===== src/rtl/vga_timing_gen_if.sv =====
// rtl/vga_timing_gen_if.sv - raster timing bundle between the timing generator and its consumer
interface vga_timing_gen_if #(
  parameter int CNT_W = 11
);
  logic             ce;
  logic             hsync;
  logic             vsync;
  logic             de;
  logic             fetch;
  logic [CNT_W-1:0] x;
  logic [CNT_W-1:0] y;
  logic             line_start;
  logic             frame_start;

  modport master (
    input  ce,
    output hsync, vsync, de, fetch, x, y, line_start, frame_start
  );

  modport slave (
    output ce,
    input  hsync, vsync, de, fetch, x, y, line_start, frame_start
  );
endinterface


===== src/rtl/vga_timing_gen.sv =====
// rtl/vga_timing_gen.sv - parametrised VGA raster timing generator
// Counters and the sync/DE delay line advance only on CE; strobes are single CLK pulses.
module vga_timing_gen #(
  parameter int CNT_W    = 11,
  parameter int H_FP     = 16,
  parameter int H_SYNC   = 96,
  parameter int H_BP     = 48,
  parameter int H_ACT    = 640,
  parameter int V_FP     = 10,
  parameter int V_SYNC   = 2,
  parameter int V_BP     = 33,
  parameter int V_ACT    = 480,
  parameter bit HS_POL   = 1'b0,
  parameter bit VS_POL   = 1'b0,
  parameter int PIPE_DLY = 0
) (
  input  logic              clk_i,
  input  logic              rst_i,
  vga_timing_gen_if.master  vga
);

  localparam int H_BLANK = H_FP + H_SYNC + H_BP;
  localparam int H_TOTAL = H_BLANK + H_ACT;
  localparam int V_BLANK = V_FP + V_SYNC + V_BP;
  localparam int V_TOTAL = V_BLANK + V_ACT;

  typedef logic [CNT_W-1:0] cnt_t;

  if (H_TOTAL > (1 << CNT_W)) begin : g_chk_htotal
    $error("vga_timing_gen: H_TOTAL does not fit in CNT_W bits");
  end
  if (V_TOTAL > (1 << CNT_W)) begin : g_chk_vtotal
    $error("vga_timing_gen: V_TOTAL does not fit in CNT_W bits");
  end
  if (PIPE_DLY < 0 || PIPE_DLY > 15) begin : g_chk_dly
    $error("vga_timing_gen: PIPE_DLY must be within 0..15");
  end

  cnt_t h_q, h_d;
  cnt_t v_q, v_d;
  logic h_wrap, v_wrap;

  always_comb begin
    h_wrap = (h_q == cnt_t'(H_TOTAL - 1));
    v_wrap = (v_q == cnt_t'(V_TOTAL - 1));
    h_d    = h_q;
    v_d    = v_q;
    if (vga.ce) begin
      if (h_wrap) begin
        h_d = '0;
        v_d = v_wrap ? '0 : v_q + cnt_t'(1);
      end else begin
        h_d = h_q + cnt_t'(1);
      end
    end
  end

  // Decodes of the position the counters move to on this edge.
  logic h_act_d, v_act_d, h_sync_d, v_sync_d;
  logic fetch_d;
  cnt_t x_d, y_d;

  always_comb begin
    h_act_d  = (h_d >= cnt_t'(H_BLANK));
    v_act_d  = (v_d >= cnt_t'(V_BLANK));
    h_sync_d = (h_d >= cnt_t'(H_FP)) && (h_d < cnt_t'(H_FP + H_SYNC));
    v_sync_d = (v_d >= cnt_t'(V_FP)) && (v_d < cnt_t'(V_FP + V_SYNC));
    fetch_d  = h_act_d && v_act_d;
    x_d      = h_act_d ? (h_d - cnt_t'(H_BLANK)) : '0;
    y_d      = v_act_d ? (v_d - cnt_t'(V_BLANK)) : '0;
  end

  logic fetch_q;
  cnt_t x_q, y_q;
  logic line_start_q, frame_start_q;

  always_ff @(posedge clk_i) begin
    if (rst_i) begin
      h_q     <= '0;
      v_q     <= '0;
      fetch_q <= 1'b0;
      x_q     <= '0;
      y_q     <= '0;
    end else if (vga.ce) begin
      h_q     <= h_d;
      v_q     <= v_d;
      fetch_q <= fetch_d;
      x_q     <= x_d;
      y_q     <= y_d;
    end
  end

  // Strobes are sampled every CLK so a CE=0 cycle clears them.
  always_ff @(posedge clk_i) begin
    if (rst_i) begin
      line_start_q  <= 1'b0;
      frame_start_q <= 1'b0;
    end else begin
      line_start_q  <= vga.ce && h_wrap;
      frame_start_q <= vga.ce && h_wrap && v_wrap;
    end
  end

  // Delay line holds active-high {hsync, vsync, de}; polarity is applied at the pins.
  logic [2:0] pipe_q [0:PIPE_DLY];

  always_ff @(posedge clk_i) begin
    if (rst_i) begin
      for (int k = 0; k <= PIPE_DLY; k++) begin
        pipe_q[k] <= 3'b000;
      end
    end else if (vga.ce) begin
      pipe_q[0] <= {h_sync_d, v_sync_d, fetch_d};
      for (int k = 1; k <= PIPE_DLY; k++) begin
        pipe_q[k] <= pipe_q[k-1];
      end
    end
  end

  assign vga.hsync       = pipe_q[PIPE_DLY][2] ? HS_POL : ~HS_POL;
  assign vga.vsync       = pipe_q[PIPE_DLY][1] ? VS_POL : ~VS_POL;
  assign vga.de          = pipe_q[PIPE_DLY][0];
  assign vga.fetch       = fetch_q;
  assign vga.x           = x_q;
  assign vga.y           = y_q;
  assign vga.line_start  = line_start_q;
  assign vga.frame_start = frame_start_q;

endmodule


===== src/flat_wrapper.sv =====
// flat-port wrapper written by rule: the top's interface ports become plain ports
module vga_timing_gen_flat 
#(
  parameter int CNT_W    = 11,
  parameter int H_FP     = 16,
  parameter int H_SYNC   = 96,
  parameter int H_BP     = 48,
  parameter int H_ACT    = 640,
  parameter int V_FP     = 10,
  parameter int V_SYNC   = 2,
  parameter int V_BP     = 33,
  parameter int V_ACT    = 480,
  parameter bit HS_POL   = 1'b0,
  parameter bit VS_POL   = 1'b0,
  parameter int PIPE_DLY = 0
)
  (clk_i, rst_i, vga_ce, vga_hsync, vga_vsync, vga_de, vga_fetch, vga_x, vga_y, vga_line_start, vga_frame_start);
  vga_timing_gen_if #(.CNT_W(CNT_W)) vga_i ();
  input  logic clk_i;
  input  logic rst_i;
  input wire logic [$bits(vga_i.ce)-1:0] vga_ce;
  output wire logic [$bits(vga_i.hsync)-1:0] vga_hsync;
  output wire logic [$bits(vga_i.vsync)-1:0] vga_vsync;
  output wire logic [$bits(vga_i.de)-1:0] vga_de;
  output wire logic [$bits(vga_i.fetch)-1:0] vga_fetch;
  output wire logic [$bits(vga_i.x)-1:0] vga_x;
  output wire logic [$bits(vga_i.y)-1:0] vga_y;
  output wire logic [$bits(vga_i.line_start)-1:0] vga_line_start;
  output wire logic [$bits(vga_i.frame_start)-1:0] vga_frame_start;
  assign vga_i.ce = vga_ce;
  assign vga_hsync = vga_i.hsync;
  assign vga_vsync = vga_i.vsync;
  assign vga_de = vga_i.de;
  assign vga_fetch = vga_i.fetch;
  assign vga_x = vga_i.x;
  assign vga_y = vga_i.y;
  assign vga_line_start = vga_i.line_start;
  assign vga_frame_start = vga_i.frame_start;
  vga_timing_gen #(.CNT_W(CNT_W), .H_FP(H_FP), .H_SYNC(H_SYNC), .H_BP(H_BP), .H_ACT(H_ACT), .V_FP(V_FP), .V_SYNC(V_SYNC), .V_BP(V_BP), .V_ACT(V_ACT), .HS_POL(HS_POL), .VS_POL(VS_POL), .PIPE_DLY(PIPE_DLY)) u_core (.clk_i(clk_i), .rst_i(rst_i), .vga(vga_i));
endmodule

===== config.mk =====
export PLATFORM = sky130hd
export DESIGN_NAME = vga_timing_gen_flat
export DESIGN_NICKNAME = d
export VERILOG_FILES = /design/src/rtl/vga_timing_gen_if.sv /design/src/rtl/vga_timing_gen.sv /design/src/flat_wrapper.sv
export SDC_FILE = /design/constraint.sdc
export NUM_CORES = 1
export LEC_CHECK = 0
export BUFFER_PORTS_ARGS = -buffer_cell sky130_fd_sc_hd__buf_2
export CAP_MARGIN = 20
export CORE_MARGIN = 2
export CORE_UTILIZATION = 55
export DETAILED_ROUTE_END_ITERATION = 10
export GPL_ROUTABILITY_DRIVEN = 1
export GPL_TIMING_DRIVEN = 0
export HOLD_SLACK_MARGIN = 0.12
export PLACE_DENSITY = 0.76
export SETUP_SLACK_MARGIN = 0.15
export SKIP_CTS_REPAIR_TIMING = 1
export SYNTH_ARGS = -nofsm -noshare
export SYNTH_HDL_FRONTEND = slang
export SYNTH_SLANG_ARGS = --single-unit

===== constraint.sdc =====
create_clock -name clk_i -period 3.5 [get_ports clk_i]
set_clock_uncertainty 0.15 [all_clocks]
set_input_delay 0.7 -clock clk_i [delete_from_list [all_inputs] [get_ports clk_i]]
set_output_delay 0.7 -clock clk_i [all_outputs]
set_load 0.005 [all_outputs]

==> out/qor.txt <==
Status: finished clean
Pwr per Cell Area: 329 nW/um^2
Hold Path Class: reg -> reg
Mapped Cells: 310
Top FF cell, synth: dfxtp_1
Total design power: 0.965 mW
Top post-synthesis cells by area: dfxtp_1 36%, xnor2_1 5.7%, nand2_1 5.5%, nor2_1 4.7%, ha_1 4.3%
Post-synth EDFFs: 3
Routed WL: 5610 microns
Placed cells: 393
Synthesized Nets: 322
Initial core utilization: 56.1%
Wirelength per Cell: 14.0 microns
Clk_lat worst skew: 0.31 ns
Register bit total from synthesis: 50
Syn Std Cell Area: 2620 sq um
Pre-CTS setup slack: -0.0263 ns
Hold slack: 0.294 ns
Synth warn: 0
Top Ports: 31
Crit path time final: 3.19 ns
Post-placement cell area: 2830 sq um
Clock root cell: clkbuf_8
Inserted Clock Buffers: 5
GR Util All Layers: 22.8%
Slew @ Worst Pin: 0.542 ns
Final Hold Fails: 0
Capturing point of the worst reg2reg path: u_core.vga.y[10]$_SDFFE_PP0P_
CTS sink count: 50
Power share of the clock group: 34.6%
Reg power frac: 60.5%
PortBufs: 29
Worst slew margin: 63.5%
Internal power: 0.736 mW
Cell variety after synth: 53
DP HPWL: 4200 microns
FMAX: 313 MHz
Die ar.: 5320 sq um
Mean Syn Cell Area: 8.44 sq um
Clock Tree Buf Depth: 2
Cell row count: 25
Final count of pins violating max slew: 0
Final instance area: 2940 sq um
Comb power frac: 4.9%
Die width: 73.0 microns
Setup TNS: 0 ns
Seq/Total Area, Yosys: 39.4%
Global-route wire length before repair: 9520 microns
CTS tree: yes
Core Area: 4660 sq um
CP required: 3.57 ns
Syn-to-layout area delta: 12.2%
ANT nets after route: 0
Worst setup path startpoint: u_core.h_q[1]$_SDFFE_PP0P_
Non-Filler Instances: 401
Endpoints failing setup: 0
Hold Crit Start: u_core.vga.y[4]$_SDFFE_PP0P_
Worst Hold Path Cells: 2
Reg2reg setup slack: 0.31 ns
Die height: 73.0 microns
Pleak: 1.21 nW
Startpoint class of the critical path: flip-flop
NetSw: 0.229 mW
Initial drt markers: 130
Share of cells above drive strength 1: 16.1%
Number of max-cap violations: 0
Unrepaired setup endpoints after global routing: no
Worst Reg-to-Reg Cells: 13
Register area: 1030 sq um
Clock slew at reported path FFs: 0.09 ns
Setup CP Type: reg -> reg
Via density: 5.55
Largest net degree at the start of global routing: 17
Detailed Routing Iterations Pass 1: 4
Vias: 2,226
Gp weighted congestion: 0.896
FILL cells: 413
Worst r2r src: u_core.h_q[1]$_SDFFE_PP0P_
Number of global-route vias before repair: 1,974
Post-route setup slack: 0.307 ns
Hold EP: u_core.vga.y[4]$_SDFFE_PP0P_
Drt drc: 0
# diodes: 0
Util after Layout: 63.0%
Yosys top cell area share: 36.0%
CP arrival: 3.26 ns
Max IR drop VDD: 0.178 mV
CP endpoint kind: flip-flop
Initial antenna violation count: 0
Tcrit/Tclk final: 91.2%
Asr flop ratio synth: 0%
Nets: 358
H-tree depth: 2
Critical Path Fanout Max: 9
Leading area contributor after synthesis: dfxtp_1
Net Sw Frac: 23.7%
Grt ovf: 0
Multi-input gate area: 1500 sq um
[layer usage]
metal  share of wire [%]  wire length [microns]  up-vias  global-route usage [%]
met4                 1.6                     89        0                    7.41
met1                  51                   2830     1005                    34.2
met2                  42                   2380       68                    32.7
met3                 5.4                    304        7                    4.14
met5                   0                      0        -                       0
li1                    -                      -     1146                       -
[layout by cell type, fill, tap and decap left out, types with 3 or more instances in the layout]
cell | netlist | layout
and4_1 | 5 | 5
and3_1 | 4 | 4
o21ai_0 | 15 | 14
mux2i_1 | 4 | 4
ha_1 | 9 | 9
and2_1 | 5 | 5
clkbuf_1 | 12 | 11
inv_1 | 11 | 11
dfxtp_1 | 47 | 46
nor3_1 | 7 | 7
nand3_1 | 17 | 17
a21oi_1 | 6 | 6
xor2_1 | 10 | 9
nor2_1 | 33 | 33
edfxtp_1 | 3 | 3
nand2_1 | 38 | 37
buf_2 | 2 | 31
nand4_1 | 8 | 8
o21ai_1 | 10 | 11
a32o_1 | 3 | 3
xnor2_1 | 17 | 17
nor2b_1 | 5 | 5
clkbuf_8 | 0 | 5
[registers in the layout (all words and copies together), names as in the netlist]
name,count
u_core.vga.fetch,1
u_core.v_q,11
u_core.vga.y,11
u_core.vga.line_start,1
u_core.h_q,11
u_core.vga.frame_start,1
u_core.pipe_q,3
u_core.vga.x,11
[how the worst max path moves through the flow]
stage	slack, ns	depth (start not counted)	to
after floorplan	0.54	12	u_core.vga.y[10]$_SDFFE_PP0P_
after global placement	0.02	13	u_core.vga.y[10]$_SDFFE_PP0P_
after detailed placement	-0.03	13	u_core.vga.y[10]$_SDFFE_PP0P_
after CTS	0.08	11	u_core.vga.x[7]$_SDFFE_PP0P_
after global routing	0.19	13	u_core.vga.y[10]$_SDFFE_PP0P_
final	0.31	13	u_core.vga.y[10]$_SDFFE_PP0P_
[kinds of logic after synthesis]
logic type      share of synthesized area [%]
xor+xnor                                 9.04
flops                                    39.4
mux                                      1.96
buf+inv                                  3.83
fa+ha+maj                                4.31
simple gates                             25.9
compound gates                           15.5
[cell usage after synthesis (6+ instances only)]
| cell | count |
|---|---|
| dfxtp_1 | 47 |
| nand2_1 | 38 |
| nor2_1 | 33 |
| nand3_1 | 17 |
| xnor2_1 | 17 |
| o21ai_0 | 15 |
| clkbuf_1 | 12 |
| inv_1 | 11 |
| o21ai_1 | 10 |
| xor2_1 | 10 |
| ha_1 | 9 |
| nand4_1 | 8 |
| nor3_1 | 7 |
| a21oi_1 | 6 |
[layout make-up]
class                           instances  area share (%)
Timing Repair Buffer                   29            4.94
Clock inverter                          2           0.512
Buffer                                 15            2.09
Sequential cell                        50            35.2
Multi-Input combinational cell        234            51.1
Inverter                               11            1.41
Tap cell                               54            2.30
Clock buffer                            6            2.47
[power by group through the flow]
stage	Sequential [mW]	Clock [mW]	Combinational (mW)
finish	0.584	0.334	0.0475
detailed placement	0.597	0	0.0470
floorplan	0.595	0	0.0344
CTS	0.583	0.345	0.0473
global route	0.584	0.366	0.0536
global placement	0.596	0	0.0463
[worst max-delay path: stages, from the launching register on]
cell and delay [ns]:
dfxtp_1 0.42, ha_1 0.24, and4_1 0.20, clkbuf_2 0.16, and4_1 0.19, buf_2 0.24
nand2_1 0.12, o21a_1 0.24, ha_1 0.25, a31oi_2 0.21, o21bai_2 0.11, and2b_1 0.18
mux2i_1 0.13, a211oi_1 0.26
Power figures use the tool's default switching activity.
